<file path="src/rtl/q_edge_counter.sv">
// q_edge_counter
//   Counts rising and falling transitions of a monitored flip-flop output Q
//   inside a start/stop measurement window. It then offers the result to a
//   consumer with a valid/ready handshake.
//
// Parameters
//   WIDTH      bit width of each edge counter (legal range 2..16)
//
// Ports
//   clk        sole clock; all state updates on its rising edge
//   reset      synchronous, active-high reset; highest priority
//   Q          monitored signal, synchronous to clk
//   start      arms a measurement window (from IDLE)
//   stop       closes the measurement window (from COUNT)
//   clear      synchronous abort: back to IDLE with zeroed results
//   out_ready  consumer accepts the result while out_valid is high
//   rise_cnt   number of 0->1 transitions seen in the window (saturating)
//   fall_cnt   number of 1->0 transitions seen in the window (saturating)
//   out_valid  result is stable and offered (state DONE)
//   overflow   sticky; a counter saturated during the window
//   busy       high exactly while a window is open (state COUNT)
module q_edge_counter #(
    parameter int WIDTH = 8
) (
    input  logic             clk,
    input  logic             reset,
    input  logic             Q,
    input  logic             start,
    input  logic             stop,
    input  logic             clear,
    input  logic             out_ready,
    output logic [WIDTH-1:0] rise_cnt,
    output logic [WIDTH-1:0] fall_cnt,
    output logic             out_valid,
    output logic             overflow,
    output logic             busy
);

    typedef enum logic [1:0] {
        IDLE,
        COUNT,
        DONE
    } state_t;

    state_t state;
    state_t state_nx;
    logic   q_d;
    logic   rise;
    logic   fall;

    // Edge detection uses the live Q against last cycle's Q, so an edge is
    // acted on in the same cycle it appears.
    always_comb begin
        rise = Q & ~q_d;
        fall = ~Q & q_d;
    end

    // q_d tracks Q in every state, including during clear.
    always_ff @(posedge clk) begin
        if (reset) begin
            q_d <= 1'b0;
        end else begin
            q_d <= Q;
        end
    end

    // State register
    always_ff @(posedge clk) begin
        if (reset) begin
            state <= IDLE;
        end else begin
            state <= state_nx;
        end
    end

    // Next-state logic. clear overrides everything. In IDLE, start wins over
    // stop. In COUNT, stop wins over start.
    always_comb begin
        state_nx = state;
        if (clear) begin
            state_nx = IDLE;
        end else begin
            unique case (state)
                IDLE:    if (start)     state_nx = COUNT;
                COUNT:   if (stop)      state_nx = DONE;
                DONE:    if (out_ready) state_nx = IDLE;
                default:                state_nx = IDLE;
            endcase
        end
    end

    // Output decode
    always_comb begin
        out_valid = (state == DONE);
        busy      = (state == COUNT);
    end

    // Result registers. They are zeroed on reset, on clear, and when a new
    // window opens. They only change while counting. Otherwise they keep the
    // last result through DONE and back into IDLE.
    always_ff @(posedge clk) begin
        if (reset || clear) begin
            rise_cnt <= '0;
            fall_cnt <= '0;
            overflow <= 1'b0;
        end else if (state == IDLE && start) begin
            rise_cnt <= '0;
            fall_cnt <= '0;
            overflow <= 1'b0;
        end else if (state == COUNT) begin
            // An edge on a counter already at all-ones holds the counter and
            // sets the sticky flag.
            if (rise) begin
                if (rise_cnt == '1) begin
                    overflow <= 1'b1;
                end else begin
                    rise_cnt <= rise_cnt + 1'b1;
                end
            end
            if (fall) begin
                if (fall_cnt == '1) begin
                    overflow <= 1'b1;
                end else begin
                    fall_cnt <= fall_cnt + 1'b1;
                end
            end
        end
    end

endmodule

</file>
<file path="config.mk">
export PLATFORM = sky130hd
export DESIGN_NAME = q_edge_counter
export DESIGN_NICKNAME = d
export VERILOG_FILES = /design/src/rtl/q_edge_counter.sv
export SDC_FILE = /design/constraint.sdc
export NUM_CORES = 1
export LEC_CHECK = 0
export BUFFER_PORTS_ARGS = -buffer_cell sky130_fd_sc_hd__buf_2
export CORE_ASPECT_RATIO = 1.25
export CORE_MARGIN = 2
export CORE_UTILIZATION = 50
export CTS_CLUSTER_SIZE = 10
export DETAILED_ROUTE_END_ITERATION = 7
export PLACE_DENSITY = 0.77
export SLEW_MARGIN = 20
export SYNTH_ARGS = -nofsm -noshare
export SYNTH_HDL_FRONTEND = slang
export SYNTH_SLANG_ARGS = --single-unit
</file>
<file path="constraint.sdc">
create_clock -name clk -period 3.2 [get_ports clk]
set_clock_uncertainty 0.15 [all_clocks]
set_input_delay 0.16 -clock clk [delete_from_list [all_inputs] [get_ports clk]]
set_output_delay 0.16 -clock clk [all_outputs]
set_load 0.1 [all_outputs]
</file>
==> flow_metrics.tcl, run 1 <==
set metrics [dict create \
    status "finished clean" \
    worst_pin_slew_ns 0.725 \
    grt_pass1_wl_mm 3.47 \
    drv_slew 0 \
    vias_per_cell 5.69 \
    relSlewSlack_pct 51.0 \
    cts_tree "yes" \
    fin_crit_sh_pct 64.8 \
    yosysWarnings 0 \
    die_area_um2 2280 \
    cts_resized 0 \
    maxCapViolCount 0 \
    critical_path.top_delay_family "buffers and inverters" \
    ioPinCount 26 \
    antenna_found_initial 0 \
    drt_iter0_drc 6 \
    cts_setup_buffers 0 \
    slowest_delay_ns 0.66 \
    ant_nets 0 \
    cts_sinks 20 \
    start_util_pct 53.6 \
    cts_root_buf "clkbuf_4" \
    cp_num_buf_inv 2 \
    core_area_um2 1790 \
    grt-ovfl-total 0 \
    track_usage_pct 19.8 \
    die_width_um 43.1 \
    netlist_area_um2 957 \
    setup_viol 0 \
    grt_max_degree 18 \
    ir_worst_vdd_v 0.000215 \
    clockBufferDepth 2 \
    gp_congestion 0.857 \
    p_per_area_nw_per_um2 339 \
    fp-row-count 17 \
    fin_crit_ns 2.07 \
    final.fill_count 166 \
    nNetsFinal 147 \
    start_kind "primary input" \
    synth-simple-area-share_pct 29.0 \
    max_freq_mhz 482 \
    finalHoldViolations 0 \
    synth_top_area_share_pct 41.8 \
    diodes 0 \
    area_delta_synth_final_pct 21.2 \
    final_area_um2 1160 \
    routed_wl_mm 1.99 \
    netlist.top_cell.by_area "dfxtp_1" \
    synth_seq_cells 20 \
    first_global_vias 825 \
    mostFrequentLayoutCell "buf_2" \
    synth_compound_area_share_pct 12.4 \
    crit_fanout 8 \
    synth_fa_ha_area_share_pct 2.61 \
    worstPathRequired_ns 3.22 \
    htree_num_levels 1 \
    yosysSeqAreaShare_pct 41.8 \
    critPathSlowestCell "nor4bb_2" \
    arrival_ns 2.09 \
    vias 882 \
    synth.net_count 116 \
    placed_area_um2 1090 \
    io_buffers 25 \
    drive_gt1_share_pct 22.8 \
    p_leak_nw 0.490 \
    postCtsHoldBufs 4 \
    setup-tns-final_ns 0 \
    die_y_um 52.9 \
    synthXorXnorAreaFrac_pct 8.24 \
    crit_chain "dlygate4sd3_1, buf_2, nor4bb_2, o21ai_1, mux2i_1, nor2_1" \
    hold_slack_ns 0.0817 \
    clk_latency_ns 0.29 \
    drc 0 \
    synth.distinct_cells 34 \
    grt_setup_unrepaired "false" \
    crit_type "primary input to flip-flop" \
    dr.pass1.iters 4 \
    synth_cells 107 \
    crit_start "Q" \
    muxShareOfSynthArea_pct 3.14 \
    synth_top_family_by_area "simple AND/OR/NAND/NOR gates" \
    r2r-start "state[1]$_SDFFE_PP0P_" \
    avgSynthCellArea_um2 8.95 \
    synth.area.top_cells "dfxtp_1 42%, xor2_1 8.2%, nor2_1 5.5%" \
    clkTransAtPathRegs_ns 0.10 \
    hold_path_class "primary input to flip-flop" \
    dp_hpwl_mm 1.42 \
    cts_buffers 3 \
    avgRoutedWirePerCell_um 12.9 \
    min_from "stop" \
    setup.worst_path.end_class "flip-flop" \
    layout_common_cells "25 x buf_2, 20 x dfxtp_1, 14 x nor2_1" \
]
## metrics by stage
step | setup slack [ns] | utilization (%) | std cells | power [W]
after floorplan | 0.751 | - | 107 | 0.000274
after global placement | 1.18 | 61.1 | 148 | 0.000281
after detailed placement | 1.03 | 61.1 | 148 | 0.000281
after CTS | 0.877 | 64.6 | 155 | 0.000396
after global routing | 1.03 | 64.9 | 155 | 0.000409
final | 1.13 | 64.9 | 155 | 0.000393
## path summary, 6_finish.rpt
kind	to	slack [ns]	cells past startpoint
worst max register to register	fall_cnt[1]$_SDFFE_PP0P_	1.30	4
worst min register to register	overflow$_SDFFE_PP0P_	0.34	2
worst min-delay path	state[1]$_SDFFE_PP0P_	0.08	3
worst max-delay path	fall_cnt[1]$_SDFFE_PP0P_	1.13	6
## metal layers
layer	GRT usage [%]	vias to the layer above	part of all wire [%]	wire length (um)
li1	-	445	-	-
met1	24.6	419	46	924
met2	33.6	16	50	1000
met3	2.05	2	2.8	55
met4	10.1	0	0.50	10
met5	0	-	0	0
## tightest hold or removal path, cell delays in order
cell and delay [ns]:
buf_2 0.09, a22oi_1 0.07, nor3_1 0.15
## final cells by class
cell class | count | area, um^2 | share of cell area, %
Sequential cell | 20 | 400 | 34.5
Tap cell | 19 | 23.8 | 2.05
Clock buffer | 3 | 22.5 | 1.94
Multi-Input combinational cell | 81 | 537 | 46.3
Inverter | 3 | 11.3 | 0.971
Timing Repair Buffer | 29 | 165 | 14.2
## state kept, by name, summed over array words and instances (netlist names)
| signal | count |
|---|---|
| fall_cnt | 8 |
| state | 2 |
| rise_cnt | 8 |
| overflow | 1 |
| q_d | 1 |
## where the power goes
group          switching, W  internal, W   total, W
registers        0.00000153     0.000250   0.000252
logic             0.0000171    0.0000110  0.0000281
clock network     0.0000692    0.0000437   0.000113
## cells in the mapped netlist (all sizes together)
| cell type | n |
|---|---|
| a211o | 1 |
| a21oi | 3 |
| a221oi | 1 |
| a22oi | 1 |
| a31oi | 1 |
| and2 | 3 |
| and3 | 2 |
| and4 | 1 |
| and4b | 1 |
| and4bb | 1 |
| buf | 3 |
| dfxtp | 20 |
| ha | 2 |
| inv | 3 |
| mux2i | 3 |
| nand2 | 6 |
| nand2b | 1 |
| nand3 | 4 |
| nand4 | 4 |
| nand4b | 1 |
| nor2 | 14 |
| nor2b | 3 |
| nor3 | 3 |
| nor3b | 1 |
| nor4 | 1 |
| nor4bb | 1 |
| o2111ai | 3 |
| o211ai | 2 |
| o21ai | 4 |
| o31ai | 1 |
| or3 | 3 |
| xor2 | 9 |
## kinds of logic (layout without fill, tap and decap cells)
family | count (synthesis) | after routing
adder cells (fa/ha/maj) | 2 | 2
AND/OR/NAND/NOR | 50 | 50
flip-flops | 20 | 20
XOR/XNOR | 9 | 9
buffers and inverters | 6 | 35
multiplexers | 3 | 3
AO/OA/AOI/OAI | 17 | 17
Note: power is estimated with default switching activity, not from simulation.
==> run 2, diff against run 1 <==
- clock period: 3.2 -> 2.1 ns (I/O delays scaled with it)
==> run 2 against run 1 <==
Clock-buffer cell count grew 1. Largest power group unchanged. Worst hold slack lost 0.047 ns. Sequential share of layout area shrank 0.67 points. Largest cell class unchanged. Wire length grew 2.2%. First-iteration DRC count grew 17%. Sequential cell count is the same. Setup slack lost 0.70 ns. Register-to-register slack lost 0.85 ns. Sequential power grew 52%. Design area grew 3.9%.
==> flow_metrics.tcl, run 2 (synthesized netlist as in run 1, its figures left out) <==
set metrics [dict create \
    status "finished clean" \
    fin_crit_ns 1.67 \
    die_area_um2 2280 \
    dp_hpwl_mm 1.48 \
    diodes 0 \
    ioPinCount 26 \
    vias_per_cell 5.64 \
    clk_latency_ns 0.29 \
    maxCapViolCount 0 \
    start_kind "flip-flop" \
    start_util_pct 53.6 \
    cts_tree "yes" \
    cts_root_buf "clkbuf_4" \
    setup_viol 0 \
    relSlewSlack_pct 67.6 \
    max_freq_mhz 599 \
    p_per_area_nw_per_um2 539 \
    grt-ovfl-total 0 \
    avgRoutedWirePerCell_um 12.8 \
    postCtsHoldBufs 4 \
    reg.largest.list "fall_cnt: 8 flops, rise_cnt: 8 flops, state: 2 flops" \
    fp-row-count 17 \
    placed_area_um2 1120 \
    final.fill_count 171 \
    hold_slack_ns 0.0347 \
    arrival_ns 1.41 \
    final_area_um2 1200 \
    mostFrequentLayoutCell "buf_2" \
    drc 0 \
    grt_max_degree 12 \
    nNetsFinal 150 \
    die_y_um 52.9 \
    die_width_um 43.1 \
    setup.worst_path.end_class "output pin" \
    cts_setup_buffers 0 \
    ir_worst_vdd_v 0.000336 \
    antenna_found_initial 0 \
    fin_crit_sh_pct 79.5 \
    vias 896 \
    worst_pin_slew_ns 0.489 \
    grt_setup_unrepaired "false" \
    grt_pass1_wl_mm 3.46 \
    area_delta_synth_final_pct 25.9 \
    dr.pass1.iters 4 \
    clockBufferDepth 2 \
    clkTransAtPathRegs_ns 0.11 \
    io_buffers 25 \
    crit_type "flip-flop to output pin" \
    p_leak_nw 0.514 \
    ant_nets 0 \
    cts_buffers 3 \
    crit_fanout 6 \
    drive_gt1_share_pct 29.3 \
    core_area_um2 1790 \
    gp_congestion 0.883 \
    worstPathRequired_ns 1.85 \
    drv_slew 0 \
    routed_wl_mm 2.04 \
    drt_iter0_drc 7 \
    hold_path_class "primary input to flip-flop" \
    htree_num_levels 1 \
    cts_sinks 20 \
    first_global_vias 821 \
    finalHoldViolations 0 \
    layout_common_cells "25 x buf_2, 14 x nor2_1, 14 x dfxtp_1" \
    setup-tns-final_ns 0 \
    cts_resized 0 \
    track_usage_pct 20.3 \
]
-- run 2: stage by stage --
stage	instances	util, %	setup WS, ns	total power (W)
floorplan	107	-	0.00211	0.000417
global placement	150	62.6	0.522	0.000430
detailed placement	150	62.6	0.505	0.000430
CTS	158	66.9	0.444	0.000652
global route	159	67.4	0.341	0.000674
finish	159	67.4	0.431	0.000649
-- run 2: routing by layer --
metal | vias to the layer above | global-route usage (%) | part of all wire, %
met5 | - | 0 | 0
met4 | 0 | 7.58 | 0.83
met3 | 2 | 3.07 | 2.5
met2 | 14 | 37.6 | 51
met1 | 421 | 23.1 | 46
li1 | 459 | - | -
-- run 2: power by group --
part           switching (W)  total [W]  internal, W
combinational      0.0000261  0.0000446    0.0000185
clock               0.000115   0.000221     0.000106
sequential        0.00000257   0.000384     0.000381
total               0.000144   0.000649     0.000505
-- run 2: cell type report --
class                   instances  area, um^2  area share [%]
clock buffers                   4        36.3            3.01
inverters                       3        11.3           0.935
multi-input cells              81         536            44.4
flip-flops and latches         20         408            33.9
well taps                      19        23.8            1.97
repair buffers                 32         190            15.8
-- run 2: final timing paths --
path                                end  depth (start not counted)  slack (ns)                   from
setup / recovery                   busy                          2        0.43  state[0]$_SDFFE_PP0P_
hold reg to reg   overflow$_SDFFE_PP0P_                          2        0.35  overflow$_SDFFE_PP0P_
setup reg to reg  state[1]$_SDFFE_PP0P_                          4        0.45  state[0]$_SDFFE_PP0P_
hold / removal    state[0]$_SDFFE_PP0P_                          4        0.03                   stop
-- run 2: critical path: stages, from the launching register on --
cell and delay (ns):
dfxtp_1 0.46, nor2b_2 0.22, buf_2 0.44
==> run 3, diff against run 2 <==
- ABC_AREA: default -> 1
- CORE_UTILIZATION: 50 -> 48
- PLACE_DENSITY: 0.77 -> 0.75
- clock period: 2.1 -> 1.35 ns (I/O delays scaled with it)
==> run 3 against run 2 <==
The run now ends with negative setup slack left. Highest routed layer unchanged. Largest power group unchanged. Power up 59%. Largest cell class unchanged. Combinational power grew to 2.6 times the previous value. Wire length up 53%. Synthesized cell count grew 60%.
==> flow_metrics.tcl, run 3 <==
set metrics [dict create \
    status "finished, violations left" \
    violations "negative setup slack" \
    finalHoldViolations 0 \
    worst_pin_slew_ns 0.485 \
    antenna_found_initial 0 \
    relSlewSlack_pct 67.9 \
    mostFrequentLayoutCell "nand2_1" \
    crit_fanout 4 \
    io_buffers 25 \
    p_per_area_nw_per_um2 563 \
    core_area_um2 2400 \
    drv_slew 0 \
    dp.cells 231 \
    clk_latency_ns 0.30 \
    track_usage_pct 22.8 \
    clockBufferDepth 2 \
    synth.distinct_cells 23 \
    first_global_vias 1219 \
    yosysSeqAreaShare_pct 33.6 \
    r2r_slack_ns 0.02 \
    drt_iter0_drc 30 \
    synth_top_flop_cell "dfxtp_1" \
    synth.area.top_cells "dfxtp_1 34%, nand2_1 16%, nor2_1 7.9%" \
    max_freq_mhz 740 \
    ioPinCount 26 \
    area_delta_synth_final_pct 53.8 \
    final_util_pct 76.3 \
    netlist_area_um2 1190 \
    dp_hpwl_mm 2.15 \
    async_flop_share_pct 0 \
    synth_top_area_share_pct 33.6 \
    final.fill_count 176 \
    routed_wl_mm 3.12 \
    worstPathRequired_ns 1.13 \
    synth_enable_flop_cells 0 \
    netlist_top_cells_count "51 x nand2_1, 25 x nor2_1, 21 x inv_1" \
    yosysMostFrequentCell "nand2_1" \
    vias_per_cell 4.95 \
    min_from "Q" \
    setup-tns-final_ns -0.00215 \
    dr.pass1.iters 4 \
    nNetsFinal 229 \
    p_leak_nw 0.749 \
    start_util_pct 49.6 \
    avgSynthCellArea_um2 6.97 \
    maxCapViolCount 0 \
    netlist.top_cell.by_area "dfxtp_1" \
    drive_gt1_share_pct 50.2 \
    cts_root_buf "clkbuf_4" \
    grt_setup_unrepaired "true" \
    fin_crit_ns 1.35 \
    cts_tree "yes" \
    clkTransAtPathRegs_ns 0.12 \
    crit_chain "inv_4, nand2_8, clkinvlp_4, buf_12" \
    arrival_ns 1.13 \
    critPathSlowestCell "dfxtp_2" \
    setup_viol 1 \
    placed_area_um2 1550 \
    final_area_um2 1830 \
    grt_max_degree 12 \
    fp-row-count 20 \
    die_area_um2 2900 \
    dp_slack_ns -0.0357 \
    yosysWarnings 0 \
    r2r-start "rise_cnt[1]$_SDFFE_PP0P_" \
    slowest_delay_ns 0.37 \
    crit_start "state[1]$_SDFFE_PP0P_" \
    drc 0 \
    grt-ovfl-total 0 \
    die_width_um 48.6 \
    hold_path_class "primary input to flip-flop" \
    start_kind "flip-flop" \
    gp_congestion 0.843 \
    whs_path_depth 7 \
    die_y_um 59.7 \
    cts_sinks 20 \
    vias 1248 \
    synth.net_count 180 \
    final_cells 252 \
    reg.largest.list "fall_cnt: 8 flops, rise_cnt: 8 flops, state: 2 flops" \
    fin_crit_sh_pct 100 \
    r2r_cells 8 \
    setup.worst_path.end_class "output pin" \
    crit_type "flip-flop to output pin" \
    ir_worst_vdd_v 0.000405 \
    diodes 0 \
    r2r_end "rise_cnt[1]$_SDFFE_PP0P_" \
    ant_nets 0 \
    avgRoutedWirePerCell_um 12.4 \
    synth_seq_cells 20 \
    synth_cells 171 \
    htree_num_levels 1 \
    cts_buffers 3 \
    layout_common_cells "39 x nand2_1, 19 x nor2_1, 17 x inv_1, 17 x clkbuf_4, 17 x dfxtp_4" \
    min_to "rise_cnt[5]$_SDFFE_PP0P_" \
    setup_slack_ns -0.00215 \
    grt_pass1_wl_mm 5.13 \
]
run 3: routing by layer:
metal  GRT usage (%)  vias up  share of wire, %
li1                -      627                 -
met1            24.2      581                39
met2            44.8       34                55
met3            4.75        6               4.0
met4            8.16        0               1.7
met5               0        -                 0
run 3: final cells by class:
class / instances / area [um^2] / share of cell area, %
clock buffers: 4 / 36.3 / 1.98
inverters: 23 / 108 / 5.87
multi-input cells: 127 / 820 / 44.7
flip-flops and latches: 20 / 465 / 25.4
well taps: 33 / 41.3 / 2.25
repair buffers: 45 / 362 / 19.7
run 3: how the worst max path moves through the flow:
stage                                          end  slack, ns  cells past startpoint
after floorplan              state[1]$_SDFFE_PP0P_      -0.21                      5
final                                         busy     -0.002                      4
after global routing                          busy      -0.06                      4
after detailed placement  rise_cnt[0]$_SDFFE_PP0P_      -0.04                      8
after CTS                                     busy      -0.04                      4
after global placement    rise_cnt[1]$_SDFFE_PP0P_       0.03                      8
run 3: power breakdown:
part | leakage (nW) | internal (W) | switching (W)
Sequential | 0.176 | 0.000561 | 0.00000557
Combinational | 0.552 | 0.0000466 | 0.0000710
Clock | 0.0210 | 0.000164 | 0.000182
Total | 0.749 | 0.000772 | 0.000259
run 3: stage by stage:
step                      hold WS (ns)  power, W
after CTS                        0.197   0.00103
after global routing             0.227   0.00109
final                            0.196   0.00103
after global placement          0.0932  0.000668
after floorplan                -0.0101  0.000642
after detailed placement         0.102  0.000670
run 3: logic make-up (layout without fill, tap and decap cells):
logic type                 count (synthesis)  after routing  share of synthesized area (%)
and+or+nand+nor                          103            103                           43.1
DFF                                       20             20                           33.6
xor gates and xnor gates                   6              6                           4.41
adders and majority gates                  2              2                           2.10
buffers and inverters                     24             72                           8.09
AOI/OAI and AO/OA                         16             16                           8.72
run 3: critical path: cells and delay by family (launching register included):
kind / cells / cell delay, ns
simple gates: 1 / 0.10
flops: 1 / 0.37
buf+inv: 3 / 0.36
run 3: timing repair:
action,in CTS,in global routing
setup buffers,7,4
resized for setup,6,31
endpoints found under the setup margin,12,32
hold buffers,6,0
pin swaps,7,4
endpoints found under the hold margin,3,0
